<file path="src/rtl/switches_pkg.sv">
// Shared constants for the four-channel switch debounce / LED toggle block.
//   NUM_SWITCHES            : number of independent switch channels
//   DEBOUNCE_CYCLES_DEFAULT : stable clocks needed to accept a level (10 ms at 25 MHz)
package switches_pkg;

    localparam int unsigned NUM_SWITCHES            = 4;
    localparam int unsigned DEBOUNCE_CYCLES_DEFAULT = 250000;

endpackage

</file>
<file path="src/rtl/switch_debounce.sv">
// Single-channel switch debouncer: 2-flop synchronizer, stability counter,
// debounced level register and a one-cycle release pulse.
// Ports:
//   clk        in   clock, rising edge
//   rst        in   asynchronous active-high reset
//   switch_raw in   raw bouncing switch level (1 = pressed)
//   level      out  debounced switch level (registered)
//   rel_pulse  out  one-cycle pulse on an accepted 1->0 transition (registered)
//   fall_c     out  combinational strobe, high in the cycle whose edge accepts a 1->0
//                   transition; lets the parent update state on the same edge as level
module switch_debounce
    import switches_pkg::*;
#(
    parameter int unsigned DEBOUNCE_CYCLES = DEBOUNCE_CYCLES_DEFAULT
) (
    input  logic clk,
    input  logic rst,
    input  logic switch_raw,
    output logic level,
    output logic rel_pulse,
    output logic fall_c
);

    localparam int unsigned     CNT_W   = $clog2(DEBOUNCE_CYCLES);
    localparam logic [CNT_W-1:0] CNT_MAX = CNT_W'(DEBOUNCE_CYCLES - 1);

    logic [1:0]       sync;
    logic [CNT_W-1:0] cnt;
    logic             mismatch_c;
    logic             accept_c;

    // Two-flop synchronizer; sync[1] is the only copy of the input used downstream.
    always_ff @(posedge clk or posedge rst) begin
        if (rst) begin
            sync <= 2'b00;
        end else begin
            sync <= {sync[0], switch_raw};
        end
    end

    always_comb begin
        mismatch_c = sync[1] ^ level;
        accept_c   = mismatch_c && (cnt == CNT_MAX);
        fall_c     = accept_c && level;
    end

    // Counter only runs while the synchronized level disagrees with the accepted
    // one; it saturates at CNT_MAX because acceptance clears it on that edge.
    always_ff @(posedge clk or posedge rst) begin
        if (rst) begin
            cnt       <= '0;
            level     <= 1'b0;
            rel_pulse <= 1'b0;
        end else begin
            rel_pulse <= fall_c;
            if (!mismatch_c) begin
                cnt <= '0;
            end else if (accept_c) begin
                cnt   <= '0;
                level <= sync[1];
            end else begin
                cnt <= cnt + CNT_W'(1);
            end
        end
    end

endmodule

</file>
<file path="src/rtl/switch_debounce_toggle.sv">
// Four independent debounced switches, each toggling its LED on release.
// Ports:
//   i_clk                 in   clock, rising edge
//   i_rst                 in   asynchronous active-high reset
//   i_switch_1..4         in   raw bouncing switch levels (1 = pressed)
//   o_led_1..4            out  toggle state per channel
//   o_sw_db[3:0]          out  debounced levels, bit n-1 = channel n
//   o_release[3:0]        out  one-cycle pulse per channel on accepted release
module switch_debounce_toggle
    import switches_pkg::*;
#(
    parameter int unsigned DEBOUNCE_CYCLES = DEBOUNCE_CYCLES_DEFAULT
) (
    input  logic       i_clk,
    input  logic       i_rst,
    input  logic       i_switch_1,
    input  logic       i_switch_2,
    input  logic       i_switch_3,
    input  logic       i_switch_4,
    output logic       o_led_1,
    output logic       o_led_2,
    output logic       o_led_3,
    output logic       o_led_4,
    output logic [3:0] o_sw_db,
    output logic [3:0] o_release
);

    logic [NUM_SWITCHES-1:0] sw_raw;
    logic [NUM_SWITCHES-1:0] fall_c;
    logic [NUM_SWITCHES-1:0] led;

    assign sw_raw = {i_switch_4, i_switch_3, i_switch_2, i_switch_1};

    // One debouncer per channel; channels share nothing but clock and reset.
    for (genvar g = 0; g < NUM_SWITCHES; g++) begin : g_chan
        switch_debounce #(
            .DEBOUNCE_CYCLES (DEBOUNCE_CYCLES)
        ) u_debounce (
            .clk        (i_clk),
            .rst        (i_rst),
            .switch_raw (sw_raw[g]),
            .level      (o_sw_db[g]),
            .rel_pulse  (o_release[g]),
            .fall_c     (fall_c[g])
        );
    end

    // Toggle registers flip on the same edge the debounced level falls.
    always_ff @(posedge i_clk or posedge i_rst) begin
        if (i_rst) begin
            led <= '0;
        end else begin
            led <= led ^ fall_c;
        end
    end

    assign o_led_1 = led[0];
    assign o_led_2 = led[1];
    assign o_led_3 = led[2];
    assign o_led_4 = led[3];

endmodule
</file>
<file path="config.mk">
export PLATFORM = sky130hd
export DESIGN_NAME = switch_debounce_toggle
export DESIGN_NICKNAME = d
export VERILOG_FILES = /design/src/rtl/switches_pkg.sv /design/src/rtl/switch_debounce.sv /design/src/rtl/switch_debounce_toggle.sv
export SDC_FILE = /design/constraint.sdc
export NUM_CORES = 1
export LEC_CHECK = 0
export ABC_AREA = 1
export CAP_MARGIN = 20
export CELL_PAD_IN_SITES_DETAIL_PLACEMENT = 1
export CELL_PAD_IN_SITES_GLOBAL_PLACEMENT = 1
export CORE_UTILIZATION = 35
export DETAILED_ROUTE_END_ITERATION = 12
export GPL_TIMING_DRIVEN = 0
export PLACE_DENSITY = 0.63
export SYNTH_ARGS = -nofsm -noshare
export SYNTH_HDL_FRONTEND = slang
export SYNTH_SLANG_ARGS = --single-unit
</file>
<file path="constraint.sdc">
create_clock -name i_clk -period 3.82 [get_ports i_clk]
set_clock_uncertainty 0.1 [all_clocks]
set_input_delay 0.573 -clock i_clk [delete_from_list [all_inputs] [get_ports i_clk]]
set_output_delay 0.573 -clock i_clk [all_outputs]
set_load 0.01 [all_outputs]
</file>
---- Yosys cells after proc, flatten, opt, wreduce, memory -nomap -nowiden ----
Index checks and enable logic that the tools add are counted.
storage, ports and cells
  RAM bits ................................ 0
  ROM bits ................................ 0
  latch bits .............................. 0
  bits in registers ....................... 92
  output and inout bits ................... 12
  input bits .............................. 6
  memories ................................ 0
cells by class
  reduce and logical (&&, ||, !) cells .... 12
  shift operators ......................... 0
  $add $sub $neg .......................... 4
  bitwise logic cells ..................... 5
  multipliers ............................. 0
  equality and inequality tests ........... 4
  muxes and demuxes ....................... 8
  $lt $le $gt $ge ......................... 0
  div/mod/pow operators ................... 0
operators with widths
  operator                                                         count
  18-bit two-way mux                                               8
  18-bit by 1-bit adder with 18-bit output, second input constant  4
  18-bit equality test, second input constant                      4
  1-bit logical AND                                                8
  2-bit AND reduction                                              4
  1-bit XOR                                                        4
  4-bit XOR                                                        1

---- Logic depth before layout (Yosys ltp) ----
Gate-level depths: netlist of run 1.
  depth after elaboration ................. 4
  mapped depth ............................ 9

---- Hierarchy ----
Synthesis of run 1 repeated with hierarchy kept, for this count alone.
second synthesis, totals
  cells, all modules ...................... 601
  area total of the unflattened synthesis .. 4953.5 sq um
modules (own cells, without submodules)
  module                  area each (sq um)  instances  seq. area each (sq um)  cells an instance
  switch_debounce         1193.6             4          550.5                   144
  switch_debounce_toggle  178.9              1          100.1                   25

---- Least setup slack after synthesis of run 1 ----
OpenSTA, ideal clock, no wires.
  path kind ............................... reg-to-reg
  start ................................... register g_chan[2].u_debounce.cnt[0]
  end ..................................... register g_chan[2].u_debounce.cnt[12]
  data required time ...................... 3.601 ns
  path slack .............................. 2.402 ns
  data arrival time ....................... 1.199 ns
  setup time .............................. 0.119 ns
  buffers on the path ..................... 0
  clock period less this slack ............ 1.418 ns
  stages on the path, launching flop included .. 9
  path through ............................ dfrtp_1 -> ha_1 -> nand3_2 -> inv_1 -> nand2_2 -> inv_2 -> nand2_1 -> xor2_1 -> nor2_2
on the way
  longest elaborated chain between the ends .. 4
  elaborated cells between the ends (all ways) .. 5
  classes of those cells .................. 1 x add/sub; 1 x eq/ne; 2 x mux; 1 x reduce/logical
RTL lines
  element                                                                                           RTL line               source
  start: declaration                                                                                switch_debounce.sv:28  logic [CNT_W-1:0] cnt;
  start signal: assignment                                                                          switch_debounce.sv:62  cnt <= cnt + CNT_W'(1);
  parallel branches: the longest is 2 deep, another holds 18-bit by 1-bit adder with 18-bit output  -
  18-bit two-way mux *                                                                              switch_debounce.sv:58  end else if (accept_c) begin
  18-bit two-way mux *                                                                              switch_debounce.sv:56  if (!mismatch_c) begin
Mark *: on every way between the ends.
A chain may end at the register's enable or synchronous reset.

---- Worst setup path in the final report of run 1 ----
  start ................................... register g_chan[0].u_debounce.level
  end ..................................... output port o_sw_db[0]
RTL lines
  element                   RTL line                      source
  start: declaration        switch_debounce.sv:19         output logic level,
  start signal: assignment  switch_debounce.sv:60         level <= sync[1];
  end: declaration          switch_debounce_toggle.sv:24  output logic [3:0] o_sw_db,
No word-level cell between the ends.

==> results of run 1 <==
[stage by stage]
stage,area [um2],worst slack [ns]
floorplan,4989,0.7550
global placement,5384,-0.8608
detailed placement,5414,2.068
CTS,5722,1.680
global route,5722,1.646
finish,5722,1.717
[registers in the layout, indices dropped and copies added (netlist names)]
signal                       cells
g_chan.u_debounce.cnt           72
g_chan.u_debounce.sync           8
g_chan.u_debounce.level          4
g_chan.u_debounce.rel_pulse      4
led                              4
[area by class of cell]
class | instances | share of cell area
Multi-Input combinational cell | 464 | 0.4196
Sequential cell | 92 | 0.4024
Clock buffer | 15 | 0.05379
Tap cell | 180 | 0.03936
Inverter | 58 | 0.03849
Timing Repair Buffer | 18 | 0.03455
Buffer | 9 | 0.01181
[placed cells by master (no fill, tap or decap), types with 11 or more instances in the layout]
cell type        count
nor2_4              11
nand4_1             13
xor2_1              31
nor2_2              15
nor2_1             158
nand2_2             13
nand3_1             54
clkdlybuf4s50_1     17
inv_1               54
nand2_1            109
xnor2_1             12
dfrtp_1             92
[routing by layer]
layer  vias up  routed length, um
met2        26               5634
met3        15                180
met5         -                  0
met4         0                201
met1      1961               5481
li1       2009                  -
[worst paths after layout]
path | end | cells past startpoint | from
setup / recovery | o_sw_db[0] | 2 | g_chan[0].u_debounce.level
hold reg to reg | g_chan[2].u_debounce.sync[1] | 0 | g_chan[2].u_debounce.sync[0]
min in group asynchronous | led[3] | 2 | i_rst
max in group asynchronous | g_chan[1].u_debounce.cnt[1] | 3 | i_rst
hold / removal | g_chan[2].u_debounce.sync[1] | 0 | g_chan[2].u_debounce.sync[0]
setup reg to reg | g_chan[1].u_debounce.cnt[12] | 6 | g_chan[1].u_debounce.cnt[0]
[report_power, final]
part	total [mW]	internal (mW)	switching [mW]
clock	0.911	0.545	0.366
combinational	0.0737	0.0214	0.0523
sequential	1.00	0.989	0.0120
total	1.99	1.55	0.430
[cell families (layout without fill, tap and decap cells)]
kind of cell	count (synthesis)	count (layout)	synth area share
adders and majority gates	4	4	0.01003
buffers and inverters	67	100	0.05719
AOI/OAI and AO/OA	19	19	0.02057
xor gates and xnor gates	43	43	0.07550
and+or+nand+nor	398	398	0.3752
DFF	92	92	0.4615
==> metrics.txt, run 1 <==
commonest cells in the synthesized netlist=nor2_1, nand2_1, dfrtp_1; multi-input logic area=2401 um2; startpoint types=register; GPL Wtd Cong=0.8305; first-pass GRT wire length=20.22 mm; met3 Track Usage GR=0.02491; 1st-iter DRT viols=149; die footprint=14730 um2; GRT Total Usage=0.1771; critical-path cell list=buf_4 > clkdlybuf4s50_1; sequential share of the synthesized area=0.4615; CTS root buffer=clkbuf_16; Post-route DRC=0; CTS Buffer Depth=2; busiest grt layer=met2; IO Pins=18; Pre-Repair DR Iteration Count=4; antenna fix cells=0; Mapped Area=4989 um2; Nets=662; Power Dens Cells=347.0 nW/um2; TritonCTS clock tree=built; DPL Wire Length=8.631 mm; syn avg cell area=8.007 um2; Hold Buf Count CTS=0; CP peak stage delay=0.52 ns; critical path's slowest cell=clkdlybuf4s50_1; Post-Syn Nets=633; hold slack=0.2512 ns; RSZ-0062 raised after global routing=no; Final Max Tran Viols=0; vias=4011; most used flip-flop cell after synthesis=dfrtp_1; DRT Wirelength=11.50 mm; fmax=0.4755 GHz; Crit. End Element=output pin; most frequent cell after synthesis=nor2_1; Clk Latency, worst-skew pair=0.35 ns; FF-to-FF setup slack=2.19 ns; Post-synth EDFFs=0; Die H=121.4 um; post-route insts no fill=836; Clock Pin Slew Worst Setup and Hold Paths=0.06 ns; Hold Vio Cnt, Final=0; total CTS buffers=9; #FFs+latches synth=92; total placed cells including tap cells=821; setup TNS=0 ns; relative slew slack=0.7653; share of the synthesized area in the top cell type=0.4615; synth top area cells=dfrtp_1, nor2_1, nand2_1; antenna-violating nets left=0; Least-Margin Pin Slew=0.3520 ns; min Tclk post-route=2.103 ns; clock sink count=92; antenna violations before repair=0; vias in the first global route=4222; Reg area=2302 um2; Vias/cell=4.798; Yosys warning count=0; filler cell count=1705; critical path data arrival time=1.43 ns; Avg WL per Cell=13.75 um; total power=1.985 mW; cell row count=43; met2 Resource Use GR=0.2915; Post-Synthesis Cells=623; layout cell share with drive strength beyond 1=0.1220; post-CTS setup buffers=0; Initial Util=0.3594; largest area contributor in the netlist=dfrtp_1; cell family with most CP delay=buffers and inverters; H-Tree Depth=3; WP buf/inv=2; met1 global-route usage=0.2307; Area Growth Syn to Fin=14.70%; WS Path Type=reg2out; asr flop ratio synth=1.000; Post-Route Utilization=0.4122; post-synthesis cell type count=24; post-cts sizing count=0; class of the worst hold path=reg2reg; leakage=2.329 nW; pin count of the biggest net entering global routing=70; Crit Path Max Fanout=6; Final Cycle Share=0.5505; MaxCap Viol Count=0; outcome=complete, no violations; peak supply drop=0.0001822 V; Worst Path Required=3.15 ns; area of the core=13880 um2; total grt overflow=0; final setup vio count=0; die width=121.4 um; PortBufs=17
(Power assumes the default switching activity.)
==> run 2: changes to the inputs <==
--- a/config.mk
+++ b/config.mk
@@ -12,7 +12,7 @@
 export CORE_UTILIZATION = 35
 export DETAILED_ROUTE_END_ITERATION = 12
 export GPL_TIMING_DRIVEN = 0
-export PLACE_DENSITY = 0.63
+export PLACE_DENSITY = 0.66
 export SYNTH_ARGS = -nofsm -noshare
 export SYNTH_HDL_FRONTEND = slang
 export SYNTH_SLANG_ARGS = --single-unit
==> constraint.sdc (replaced) <==
create_clock -name i_clk -period 1.85 [get_ports i_clk]
set_clock_uncertainty 0.1 [all_clocks]
set_input_delay 0.2775 -clock i_clk [delete_from_list [all_inputs] [get_ports i_clk]]
set_output_delay 0.2775 -clock i_clk [all_outputs]
set_load 0.01 [all_outputs]
==> run 2 against run 1 <==
Sequential share of layout area is 0.19 points lower. Worst setup slack worse by 1.6 ns. Power is 110% higher. Final cell count is 0.24% higher. Critical path depth stayed put. Cell area is 0.63% higher. Non-clock buffer count is 1 higher. Global-route usage is 0.38 points higher. Clock power is 120% higher. First-iteration DRC count is 28% higher. Highest routed layer unchanged.
==> metrics.txt, run 2 (same netlist as run 1, synthesis figures left out) <==
largest registers=g_chan.u_debounce.cnt x72, g_chan.u_debounce.sync x8; die width=121.4 um (unchanged); area of the core=13880 um2 (unchanged); Worst Path Required=1.47 ns (-1.68 ns); WS Path Type=reg2out; Nets=663 (+0.15%); first-pass GRT wire length=20.78 mm (+2.8%); DPL Wire Length=8.878 mm (+2.9%); IO Pins=18 (unchanged); Avg WL per Cell=13.96 um (+1.5%); Power Dens Cells=739.6 nW/um2 (+110%); H-Tree Depth=3 (unchanged); Crit Path Max Fanout=6 (unchanged); antenna violations before repair=0 (unchanged); critical path data arrival time=1.40 ns (-0.03 ns); CTS Buffer Depth=2 (unchanged); antenna-violating nets left=0 (unchanged); most common cell after layout, fill and taps aside=nor2_1; Top Layer Used=met4; Largest Register=g_chan.u_debounce.cnt; RSZ-0062 raised after global routing=no; Final Cycle Share=0.9625; Crit. End Element=output pin; Die H=121.4 um (unchanged); Final Max Tran Viols=0 (unchanged); multi-input logic area=2401 um2 (unchanged); routed length on met2=5.849 mm (+3.8%); GPL Wtd Cong=0.8514 (+2.5%); Area Growth Syn to Fin=15.43%; total grt overflow=0 (unchanged); cell row count=43 (unchanged); relative slew slack=0.7074 (-0.05796); Least-Margin Pin Slew=0.4380 ns (+0.08601 ns); vias=4040 (+0.72%); WL met1=5.362 mm (-2.2%); hold slack=0.1813 ns (-0.06992 ns); antenna fix cells=0 (unchanged); GRT Total Usage=0.1808 (+0.003768); CP peak stage delay=0.52 ns (about the same); layout cell share with drive strength beyond 1=0.1292 (+0.007228); Hold Vio Cnt, Final=0 (unchanged); 1st-iter DRT viols=191 (+28%); DRT Wirelength=11.70 mm (+1.7%); Initial Util=0.3594 (unchanged); MaxCap Viol Count=0 (unchanged); final worst slack=0.06942 ns (-1.648 ns); leakage=2.322 nW (-0.28%); final setup vio count=0 (unchanged); post-route insts no fill=838 (+0.24%); peak supply drop=0.0004787 V (+160%); critical path's slowest cell=clkdlybuf4s50_1; commonest cells after routing, fill and taps aside=nor2_1, nand2_1, dfrtp_1, inv_1, nand3_1; total CTS buffers=9 (unchanged); Reg area=2306 um2 (+0.16%); class of the worst hold path=in2async; PortBufs=17 (unchanged); post-CTS setup buffers=0 (unchanged); fmax=0.5616 GHz; total power=4.259 mW (+110%); total placed cells including tap cells=822 (+0.12%); critical-path cell list=buf_4 > clkdlybuf4s50_1; setup TNS=0 ns (unchanged); vias in the first global route=4374 (+3.6%); die footprint=14730 um2 (unchanged); CTS root buffer=clkbuf_16; Largest register FFs=72 (unchanged); Post-Place Worst Slack=0.2210 ns (-1.847 ns); pin count of the biggest net entering global routing=41 (-41%); Pre-Repair DR Iteration Count=4 (unchanged); clock sink count=92 (unchanged); min Tclk post-route=1.781 ns; Post-route DRC=0 (unchanged); TritonCTS clock tree=built; routed length on met3=307 um (+71%); filler cell count=1699 (-0.35%); Vias/cell=4.821 (+0.48%); startpoint types=register; Clock Pin Slew Worst Setup and Hold Paths=0.07 ns (about the same); Clk Latency, worst-skew pair=0.35 ns (about the same); outcome=complete, no violations
## run 2: changes by cell type in the layout (fill, tap and decap cells not counted), moves of 2 or more
cell / before / now
clkbuf_8: 6 / 1
clkinvlp_4: 0 / 4
dfrtp_1: 92 / 89
dfrtp_2: 0 / 3
buf_12: 0 / 2
bufinv_16: 0 / 2
## run 2: cell type report
cell class	instances	area share
plain buffers	9	0.01173
flip-flops and latches	92	0.4005
clock buffers	10	0.04150
repair buffers	19	0.03651
multi-input cells	464	0.4170
inverters	58	0.03846
well taps	180	0.03911
clock inverters	6	0.01521
## run 2: final timing paths
| check | startpoint | end | slack (ns) | cells after the start |
|---|---|---|---|---|
| worst max-delay path | g_chan[0].u_debounce.level | o_sw_db[0] | 0.07 | 2 |
| worst min-delay path | i_rst | g_chan[3].u_debounce.cnt[8] | 0.18 | 2 |
| worst max register to register | g_chan[1].u_debounce.cnt[0] | g_chan[1].u_debounce.cnt[14] | 0.21 | 8 |
| worst min register to register | g_chan[1].u_debounce.sync[0] | g_chan[1].u_debounce.sync[1] | 0.25 | 0 |
| max in group asynchronous | i_rst | g_chan[0].u_debounce.level | 0.65 | 4 |
| min in group i_clk | g_chan[1].u_debounce.sync[0] | g_chan[1].u_debounce.sync[1] | 0.25 | 0 |
## run 2: repair_timing
item	CTS	global route
hold buffers	0	0
endpoints found under the setup margin	1	2
gates cloned	0	0
resized for setup	1	2
## run 2: per-layer routing
| layer | vias up | track usage |
|---|---|---|
| met4 | 0 | 0.05710 |
| met3 | 12 | 0.04135 |
| met1 | 1987 | 0.2243 |
| li1 | 2008 | - |
| met5 | - | 0 |
| met2 | 33 | 0.3089 |
## run 2: worst max-delay path: cells and delay by family (launching register included)
kind                   cells  cell delay (ns)
flip-flops                 1             0.41
buffers and inverters      2             0.64
## run 2: metrics by stage
stage	area, um2	util
2_1_floorplan	4992	-
3_3_place_gp	5388	0.3881
3_5_place_dp	5428	0.3910
4_1_cts	5756	0.4146
5_1_grt	5758	0.4148
6_report	5758	0.4148
## run 2: power by group
part | internal (mW) | switching (mW)
sequential | 2.04 | 0.0244
combinational | 0.0466 | 0.108
clock | 1.22 | 0.820
total | 3.31 | 0.953
==> run 3: changes to the inputs <==
--- a/config.mk
+++ b/config.mk
@@ -12,7 +12,7 @@
 export CORE_UTILIZATION = 35
 export DETAILED_ROUTE_END_ITERATION = 12
 export GPL_TIMING_DRIVEN = 0
-export PLACE_DENSITY = 0.66
+export PLACE_DENSITY = 0.68
 export SYNTH_ARGS = -nofsm -noshare
 export SYNTH_HDL_FRONTEND = slang
 export SYNTH_SLANG_ARGS = --single-unit
==> run 3 against run 2 <==
Maximum frequency increased by 0.21%. Worst setup slack improved by 0.0037 ns. Largest cell class unchanged. Largest power group unchanged. First-iteration DRC count down 23%. Final cell count unchanged. Utilization shrank 0.23 points. Die area did not move. Clock power shrank 8%.
==> metrics.txt, run 3 (same netlist as run 1, synthesis figures left out) <==
most common cell after layout, fill and taps aside=nor2_1; peak supply drop=0.0004807 V (+0.43%); Clk Latency, worst-skew pair=0.35 ns (about the same); die width=121.4 um (unchanged); Nets=663 (unchanged); Hold Buf Count CTS=0 (unchanged); IO Pins=18 (unchanged); CP peak stage delay=0.52 ns (about the same); DPL Wire Length=8.692 mm (-2.1%); critical-path cell list=buf_4 > clkdlybuf4s50_1; leakage=2.314 nW (-0.36%); first-pass GRT wire length=20.05 mm (-3.5%); antenna fix cells=0 (unchanged); RSZ-0062 raised after global routing=no; critical path's slowest cell=clkdlybuf4s50_1; pin count of the biggest net entering global routing=34 (-17%); layout cell share with drive strength beyond 1=0.1277 (-0.001520); cell row count=43 (unchanged); setup TNS=0 ns (unchanged); Post-route DRC=0 (unchanged); Least-Margin Pin Slew=0.7019 ns (+0.2639 ns); Worst Path Required=1.47 ns (about the same); final setup vio count=0 (unchanged); largest registers=g_chan.u_debounce.cnt x72, g_chan.u_debounce.sync x8; 1st-iter DRT viols=147 (-23%); relative slew slack=0.5311 (-0.1763); GRT Total Usage=0.1749 (-0.005923); Avg WL per Cell=13.71 um (-1.8%); Largest Register=g_chan.u_debounce.cnt; vias in the first global route=4328 (-1.1%); PortBufs=17 (unchanged); post-CTS setup buffers=0 (unchanged); Crit Path Max Fanout=6 (unchanged); final worst slack=0.07312 ns (+0.003695 ns); post-cts sizing count=0 (-1); commonest cells after routing, fill and taps aside=nor2_1, nand2_1, dfrtp_1, inv_1, nand3_1; CTS root buffer=clkbuf_16; Post-Place Worst Slack=0.08008 ns (-0.1410 ns); DRT Wirelength=11.49 mm (-1.8%); antenna violations before repair=0 (unchanged); total grt overflow=0 (unchanged); fmax=0.5628 GHz (+0.21%); Pre-Repair DR Iteration Count=4 (unchanged); Hold Vio Cnt, Final=0 (unchanged); Power Dens Cells=716.1 nW/um2 (-3.2%); Post-Route Utilization=0.4125 (-0.002344); post-route insts no fill=838 (unchanged); critical path data arrival time=1.40 ns (about the same); Crit. End Element=output pin; Area Growth Syn to Fin=14.77%; total placed cells including tap cells=822 (unchanged); area of the core=13880 um2 (unchanged); total CTS buffers=9 (unchanged); antenna-violating nets left=0 (unchanged); cell family with most CP delay=buffers and inverters; min Tclk post-route=1.777 ns (-0.003695 ns); cell area after layout=5725 um2 (-0.56%); Initial Util=0.3594 (unchanged); clock sink count=92 (unchanged); GPL Wtd Cong=0.8708 (+2.3%); outcome=complete, no violations; TritonCTS clock tree=built; WP buf/inv=2 (unchanged); WS Path Type=reg2out; Largest register FFs=72 (unchanged); total power=4.100 mW (-3.7%); Cell Area, Placed=5428 um2 (unchanged); CTS Buffer Depth=2 (unchanged); die footprint=14730 um2 (unchanged); MaxCap Viol Count=0 (unchanged); Final Max Tran Viols=0 (unchanged); Final Cycle Share=0.9605 (-0.001998); Die H=121.4 um (unchanged); class of the worst hold path=reg2reg; startpoint types=register; Vias/cell=4.792 (-0.59%); Clock Pin Slew Worst Setup and Hold Paths=0.06 ns (about the same); H-Tree Depth=3 (unchanged); hold slack=0.2495 ns (+0.06825 ns); vias=4016 (-0.59%)
[run 3: cell count changes in the layout (fill, tap and decap cells not counted)]
cell,change
clkinv_4,+2
clkbuf_8,-1
clkinvlp_4,-2
clkinv_2,+1
bufinv_16,-1
clkbuf_1,+1
[run 3: cell type report]
type	instances	area (um2)
Fill cell	1722	8155
Multi-Input combinational cell	464	2401
Sequential cell	92	2306
Clock buffer	10	229.0
Tap cell	180	225.2
Inverter	58	221.5
Timing Repair Buffer	19	210.2
Buffer	9	67.56
Clock inverter	6	65.06
[run 3: where the power goes]
| part | switching, mW | internal [mW] |
|---|---|---|
| logic | 0.108 | 0.0465 |
| clock network | 0.832 | 1.05 |
| registers | 0.0248 | 2.04 |
[run 3: worst paths after layout]
kind | startpoint | end | slack (ns) | cells after the start
max in group asynchronous | i_rst | g_chan[0].u_debounce.level | 0.52 | 4
max reg2reg | g_chan[1].u_debounce.cnt[10] | g_chan[1].u_debounce.cnt[12] | 0.25 | 6
max | g_chan[0].u_debounce.level | o_sw_db[0] | 0.07 | 2
min in group asynchronous | i_rst | g_chan[1].u_debounce.cnt[1] | 0.27 | 2
min | g_chan[1].u_debounce.sync[0] | g_chan[1].u_debounce.sync[1] | 0.25 | 0
min reg2reg | g_chan[1].u_debounce.sync[0] | g_chan[1].u_debounce.sync[1] | 0.25 | 0
[run 3: routing by layer]
layer	track usage	part of all wire	vias up
li1	-	-	2009
met5	0	0	-
met1	0.2159	0.47	1961
met4	0.07639	0.021	0
met3	0.03195	0.020	16
met2	0.2965	0.49	30
